<file path="config.mk">
export PLATFORM = sky130hd
export DESIGN_NAME = bus_src_arbiter
export DESIGN_NICKNAME = d
export VERILOG_FILES = /design/src/rtl/bus_src_arbiter.sv
export SDC_FILE = /design/constraint.sdc
export NUM_CORES = 1
export LEC_CHECK = 0
export CORE_MARGIN = 2
export CORE_UTILIZATION = 51
export DETAILED_ROUTE_END_ITERATION = 8
export PLACE_DENSITY = 0.89
export SLEW_MARGIN = 25
export SYNTH_ARGS = -nofsm -noshare
export SYNTH_HDL_FRONTEND = slang
export SYNTH_SLANG_ARGS = --single-unit
</file>
<file path="constraint.sdc">
create_clock -name clk -period 9.8 [get_ports clk]
set_input_delay 2.94 -clock clk [delete_from_list [all_inputs] [get_ports clk]]
set_output_delay 2.94 -clock clk [all_outputs]
set_load 0.03 [all_outputs]
</file>
<file path="src/rtl/bus_src_arbiter.sv">
`default_nettype none
// ============================================================================
// Module   : bus_src_arbiter
// Purpose  : Registered selector that places one of NUM_CH WIDTH-bit sources
//            on the shared SAP bus. It has two modes. In direct mode, sel
//            picks the channel. In arbitrated mode, requesting channels
//            share the bus round-robin, with a bounded hold.
// Ports    : clk        - system clock, rising edge
//            rst_n      - asynchronous active-low reset
//            in_data    - flattened sources, channel k at [k*WIDTH +: WIDTH]
//            req        - per-channel bus request (arbitrated mode)
//            mode       - 0 = direct select, 1 = round-robin arbitration
//            sel        - channel index used in direct mode
//            out        - registered bus data
//            out_valid  - out carries data from a granted channel
//            grant      - one-hot grant, zero when idle
//            grant_idx  - index of the granted channel, 0 when idle
// Revision : 1.0 - initial release
// ============================================================================
module bus_src_arbiter #(
    parameter int WIDTH    = 8,
    parameter int NUM_CH   = 16,
    parameter int SEL_W    = 4,
    parameter int MAX_HOLD = 8
) (
    input  logic                    clk,
    input  logic                    rst_n,
    input  logic [NUM_CH*WIDTH-1:0] in_data,
    input  logic [NUM_CH-1:0]       req,
    input  logic                    mode,
    input  logic [SEL_W-1:0]        sel,
    output logic [WIDTH-1:0]        out,
    output logic                    out_valid,
    output logic [NUM_CH-1:0]       grant,
    output logic [SEL_W-1:0]        grant_idx
);

    localparam int                  c_HOLD_W   = $clog2(MAX_HOLD + 1);
    localparam logic [c_HOLD_W-1:0] c_HOLD_MAX = c_HOLD_W'(MAX_HOLD);
    localparam logic [c_HOLD_W-1:0] c_HOLD_ONE = c_HOLD_W'(1);
    localparam logic [SEL_W:0]      c_NUM_CH   = (SEL_W + 1)'(NUM_CH);
    localparam logic [SEL_W-1:0]    c_LAST     = SEL_W'(NUM_CH - 1);
    localparam logic [NUM_CH-1:0]   c_ONE      = NUM_CH'(1);

    typedef enum logic [0:0] {
        ST_IDLE    = 1'b0,
        ST_GRANTED = 1'b1
    } state_t;

    state_t                state_q, state_d;
    logic [SEL_W-1:0]      rr_q, rr_d;
    logic [c_HOLD_W-1:0]   hold_q, hold_d;
    logic [WIDTH-1:0]      out_q, out_d;
    logic                  valid_q, valid_d;
    logic [NUM_CH-1:0]     grant_q, grant_d;
    logic [SEL_W-1:0]      idx_q, idx_d;

    logic                  win_en;
    logic [SEL_W-1:0]      win_idx;

    logic                  w_sel_ok;
    logic [NUM_CH-1:0]     w_g_mask;
    logic                  w_own_req;
    logic [NUM_CH-1:0]     w_others;
    logic                  w_timeout;
    logic [SEL_W-1:0]      w_next_ptr;
    logic [SEL_W:0]        w_idle_pick;
    logic [SEL_W:0]        w_hand_pick;

    // Data of the channel with index idx. An index out of range reads as zero.
    function automatic logic [WIDTH-1:0] f_chan_data(input logic [NUM_CH*WIDTH-1:0] d,
                                                     input logic [SEL_W-1:0]        idx);
        logic [WIDTH-1:0] v;
        v = '0;
        for (int k = 0; k < NUM_CH; k++) begin
            if (idx == SEL_W'(k)) v = d[k*WIDTH +: WIDTH];
        end
        return v;
    endfunction

    // First set bit of r when scanning upward from start and wrapping.
    // The result is {found, index}. The scan splits into two ranges:
    // [start, NUM_CH) and [0, start). The lowest hit in the upper range
    // wins. This avoids any modulo arithmetic on non-power-of-two NUM_CH.
    function automatic logic [SEL_W:0] f_rr_pick(input logic [NUM_CH-1:0] r,
                                                 input logic [SEL_W-1:0]  start);
        logic             hi_found, lo_found;
        logic [SEL_W-1:0] hi_idx, lo_idx;
        hi_found = 1'b0;
        lo_found = 1'b0;
        hi_idx   = '0;
        lo_idx   = '0;
        for (int k = NUM_CH - 1; k >= 0; k--) begin
            if (r[k]) begin
                if (k >= int'(start)) begin
                    hi_found = 1'b1;
                    hi_idx   = SEL_W'(k);
                end else begin
                    lo_found = 1'b1;
                    lo_idx   = SEL_W'(k);
                end
            end
        end
        return hi_found ? {1'b1, hi_idx} : {lo_found, lo_idx};
    endfunction

    assign w_sel_ok    = ({1'b0, sel} < c_NUM_CH);
    assign w_g_mask    = c_ONE << idx_q;
    assign w_own_req   = |(req & w_g_mask);
    // The current holder is always excluded from the handover scan. On a
    // request-drop release it is not requesting anyway. On a timeout it must
    // not win again.
    assign w_others    = req & ~w_g_mask;
    assign w_timeout   = (hold_q == c_HOLD_MAX) && (|w_others);
    assign w_next_ptr  = (idx_q == c_LAST) ? '0 : idx_q + SEL_W'(1);
    assign w_idle_pick = f_rr_pick(req, rr_q);
    assign w_hand_pick = f_rr_pick(w_others, w_next_ptr);

    always_comb begin
        state_d = state_q;
        rr_d    = rr_q;
        hold_d  = hold_q;
        win_en  = 1'b0;
        win_idx = '0;

        if (!mode) begin
            // A direct-mode edge abandons any grant. The pointer is kept.
            state_d = ST_IDLE;
            hold_d  = '0;
            win_en  = w_sel_ok;
            win_idx = sel;
        end else begin
            case (state_q)
                ST_IDLE: begin
                    if (w_idle_pick[SEL_W]) begin
                        win_en  = 1'b1;
                        win_idx = w_idle_pick[SEL_W-1:0];
                        hold_d  = c_HOLD_ONE;
                        state_d = ST_GRANTED;
                    end
                end
                ST_GRANTED: begin
                    if (w_own_req && !w_timeout) begin
                        win_en  = 1'b1;
                        win_idx = idx_q;
                        if (hold_q != c_HOLD_MAX) hold_d = hold_q + c_HOLD_W'(1);
                    end else begin
                        // Release. Hand over on the same edge if anyone else waits.
                        rr_d = w_next_ptr;
                        if (w_hand_pick[SEL_W]) begin
                            win_en  = 1'b1;
                            win_idx = w_hand_pick[SEL_W-1:0];
                            hold_d  = c_HOLD_ONE;
                        end else begin
                            hold_d  = '0;
                            state_d = ST_IDLE;
                        end
                    end
                end
                default: state_d = ST_IDLE;
            endcase
        end

        out_d   = '0;
        valid_d = 1'b0;
        grant_d = '0;
        idx_d   = '0;
        if (win_en) begin
            out_d   = f_chan_data(in_data, win_idx);
            valid_d = 1'b1;
            grant_d = c_ONE << win_idx;
            idx_d   = win_idx;
        end
    end

    always_ff @(posedge clk or negedge rst_n) begin
        if (!rst_n) begin
            state_q <= ST_IDLE;
            rr_q    <= '0;
            hold_q  <= '0;
            out_q   <= '0;
            valid_q <= 1'b0;
            grant_q <= '0;
            idx_q   <= '0;
        end else begin
            state_q <= state_d;
            rr_q    <= rr_d;
            hold_q  <= hold_d;
            out_q   <= out_d;
            valid_q <= valid_d;
            grant_q <= grant_d;
            idx_q   <= idx_d;
        end
    end

    assign out       = out_q;
    assign out_valid = valid_q;
    assign grant     = grant_q;
    assign grant_idx = idx_q;

endmodule
`default_nettype wire
</file>
==> results.ini <==
[timing]
slew_headroom_pct=33.1
setup-violations-final=0
max_clock_freq_ghz=0.139
clock_skew_ns=0.00916
grt_setup_unrepaired=no
layout_min_cycle_time_ns=7.22
post-route-period-util_pct=73.6
slew_violations=0
worst_slew_pin_slew_ns=0.994
setup_tns_ns=0
hold_violations=0

[die]
fp-row-count=37
starting_density_of_the_core_pct=52.4
ios=180
fp.dieW_microns=107
chipHeight_microns=107
coreArea_sq_um=10300
fp.dieArea_sq_um=11400

[global_route]
pin_count_of_the_biggest_net_entering_global_routing=66
grt_first_pass_wirelength_mm=34.9
grt_remaining_overflow=0
grtUsageMet3_pct=8.09
vias_in_the_first_global_route=6433
grt_busiest_layer=met2
globalRouteTotalUtil_pct=38.7
antenna_found_initial=0
met1_usage_pct=55.5
met2_usage_pct=58.7

[final_layout]
register_area_sq_um=951
layout-area-overhead-vs-synth_pct=32.5
post_route_cells_drive_above_1_share_pct=6.54
multiInputGateArea_sq_um=3990
net_count_reported_at_finish=1030
insertedDiodeCount=0
post-route-cell-area_sq_um=7140
fillCellCount=834
final_cell_count_no_fill=1007

[clock_network]
htree_levels=2
clock_sink_count=38
cts_setup_buffers=0
tritoncts=yes
clockBufferDepth=2
clock_latency_ns=0.30
cts_hold_buffers=0
cts_resized=0
cts_made_buffers=5
worst_setup_hold_path_clk_slew_ns=0.09
cts-root-buf=sky130_fd_sc_hd__clkbuf_8

[critical_path]
worst-endpoint-required_ns=10.00
r2r_cells=16
crit_path_start_kind=input port
critical_path_cell_by_cell=clkdlybuf4s50_1 -> and4bb_2 -> a311o_1 -> o2111ai_2 -> nor2_4 -> o2111a_1 -> a221o_1 -> nor2_2 -> buf_4 -> inv_2 -> nor2_1 -> nand2_1 -> o2bb2ai_1 -> o22ai_1 -> a221oi_1
critical-path-max-stage-delay_ns=0.79
path_class=input port to flip-flop
worstSetupEndpointType=flip-flop
cpMaxStageDelayCell=sky130_fd_sc_hd__clkdlybuf4s50_1
worst_ep_arrival_time_ns=7.41
worst-path-max-fanout=26

[route]
drt_drc_violations_left=0
drt_wl_total_mm=22.7
drt_pre_antenna_iters=6
detailroute.via_count=7022
avgViaCountPerCell=6.97
drt-wirelength-per-cell_microns=22.5
drt_iter0_markers=1012
antenna_violation_net_count_after_detailed_routing=0

[power_and_ir_drop]
power.ir.vdd_worst_mv=0.176
power_per_cell_area_nw_per_um2=316
reg_power_share_pct=13.5
internal-power_uw=953
switching_share_pct=57.8
power.switching_uw=1300
pwr-share-clk_pct=5.2
total_leakage_power_uw=0.00282
power_share_of_the_combinational_group_pct=81.2

[synthesis]
count_of_flip_flops_with_a_built_in_enable_after_synthesis=0
synth_top_area_share_pct=17.6
top_area_cells_in_the_synthesized_netlist=sky130_fd_sc_hd__dfrtp_1 (18%), sky130_fd_sc_hd__a21oi_1 (5.0%), sky130_fd_sc_hd__o21ai_0 (5.0%)
yosys_register_bits=38
synth.largest_area_cell=sky130_fd_sc_hd__dfrtp_1
synth_top_flop_cell=sky130_fd_sc_hd__dfrtp_1
netlist-cell-type-count=95
yosysMostFrequentCell=sky130_fd_sc_hd__nand2_1
ys_async_sr_fraction_pct=100
synth.net_count=902
syn_area_per_cell_sq_um=7.26
synthesis.yosys.warnings=0
synthTopCellsByCount=sky130_fd_sc_hd__nand2_1 (64), sky130_fd_sc_hd__nor2_1 (56), sky130_fd_sc_hd__a21oi_1 (54), sky130_fd_sc_hd__o21ai_0 (54), sky130_fd_sc_hd__dfrtp_1 (38)
sequential_area_share_after_synthesis_pct=17.6
syn-cell-area_sq_um=5390
synthesis.instances=742

[placed_design]
gp_congestion=1.00
placed_cells=999
place.detailed.hpwl_mm=17.3
placement.io_buffers=179
placedInstanceArea_sq_um=7050

[outcome]
run_status=finished, final reports clean

[job]
max_cap_viol_count=0

[worst_hold_path]
timing.hold.worst_path_depth=2
hold_path_class=flip-flop to flip-flop

[per-stage QoR]
step / worst slack (ns) / total power, uW / hold WS, ns / util (%)
after floorplan: 3.88 / 1620 / 0.494 / -
after global placement: 2.49 / 2050 / 0.521 / 68.6
after detailed placement: 2.46 / 2070 / 0.548 / 68.6
after CTS: 2.78 / 2190 / 0.566 / 69.5
after global routing: 2.35 / 2390 / 0.610 / 69.5
final: 2.58 / 2260 / 0.565 / 69.5
[routing by layer]
| metal | up-vias | share of wire (%) |
|---|---|---|
| li1 | 3108 | - |
| met1 | 3262 | 39 |
| met2 | 559 | 44 |
| met3 | 93 | 13 |
| met4 | 0 | 3.7 |
| met5 | - | 0 |
[final timing paths]
kind | from | to | slack (ns)
min reg2reg | hold_q[3] | hold_q[3] | 0.57
max reg2reg | grant_idx[0] | out[0] | 3.74
min in group asynchronous | rst_n | grant[14] | 2.77
max | req[1] | out[7] | 2.58
min | hold_q[3] | hold_q[3] | 0.57
max in group asynchronous | rst_n | grant_idx[1] | 6.47
[final cells by class]
cell class / count / share of cell area (%)
clock buffer: 6 / 1.16
tap: 136 / 2.38
timing repair buffer: 185 / 25.7
inverter: 28 / 1.47
sequential: 38 / 13.3
clock inverter: 2 / 0.175
multi-input combinational: 612 / 55.8
[sequential cells by signal (all words and copies together) (netlist names)]
signal,flops
out,8
hold_q,4
state_q,1
rr_q,4
out_valid,1
grant_idx,4
grant,16
[critical path: cells and delay by family]
kind / cells / cell delay (ns)
compound gates: 7 / 1.80
buf+inv: 3 / 1.31
simple gates: 5 / 1.35
[power groups by stage]
stage	registers [uW]	clock network (uW)	logic [uW]
global placement	301	0	1750
global route	313	123	1960
detailed placement	304	0	1770
finish	306	118	1830
floorplan	339	0	1280
CTS	301	117	1770
[cells by family after synthesis]
| logic type | share of synthesized area, % |
|---|---|
| AOI/OAI and AO/OA | 40.6 |
| adders and majority gates | 2.09 |
| DFF | 17.6 |
| and+or+nand+nor | 26.0 |
| muxes | 5.23 |
| buffers and inverters | 8.43 |
[layout by cell type (no fill, tap or decap), drive strengths merged, types with 11 or more instances in the layout]
cell type,netlist,routed
clkdlybuf4s50,0,178
nand2,64,64
o21ai,59,59
nor2,58,58
a21oi,55,55
dfrtp,38,38
nand3,33,33
inv,28,28
nor3,26,26
mux2i,21,21
a31oi,17,17
and3,16,16
o211ai,16,16
o22ai,15,15
a21boi,13,13
a22oi,11,11
a211oi,11,11
Note: power is estimated with default switching activity, not from simulation.
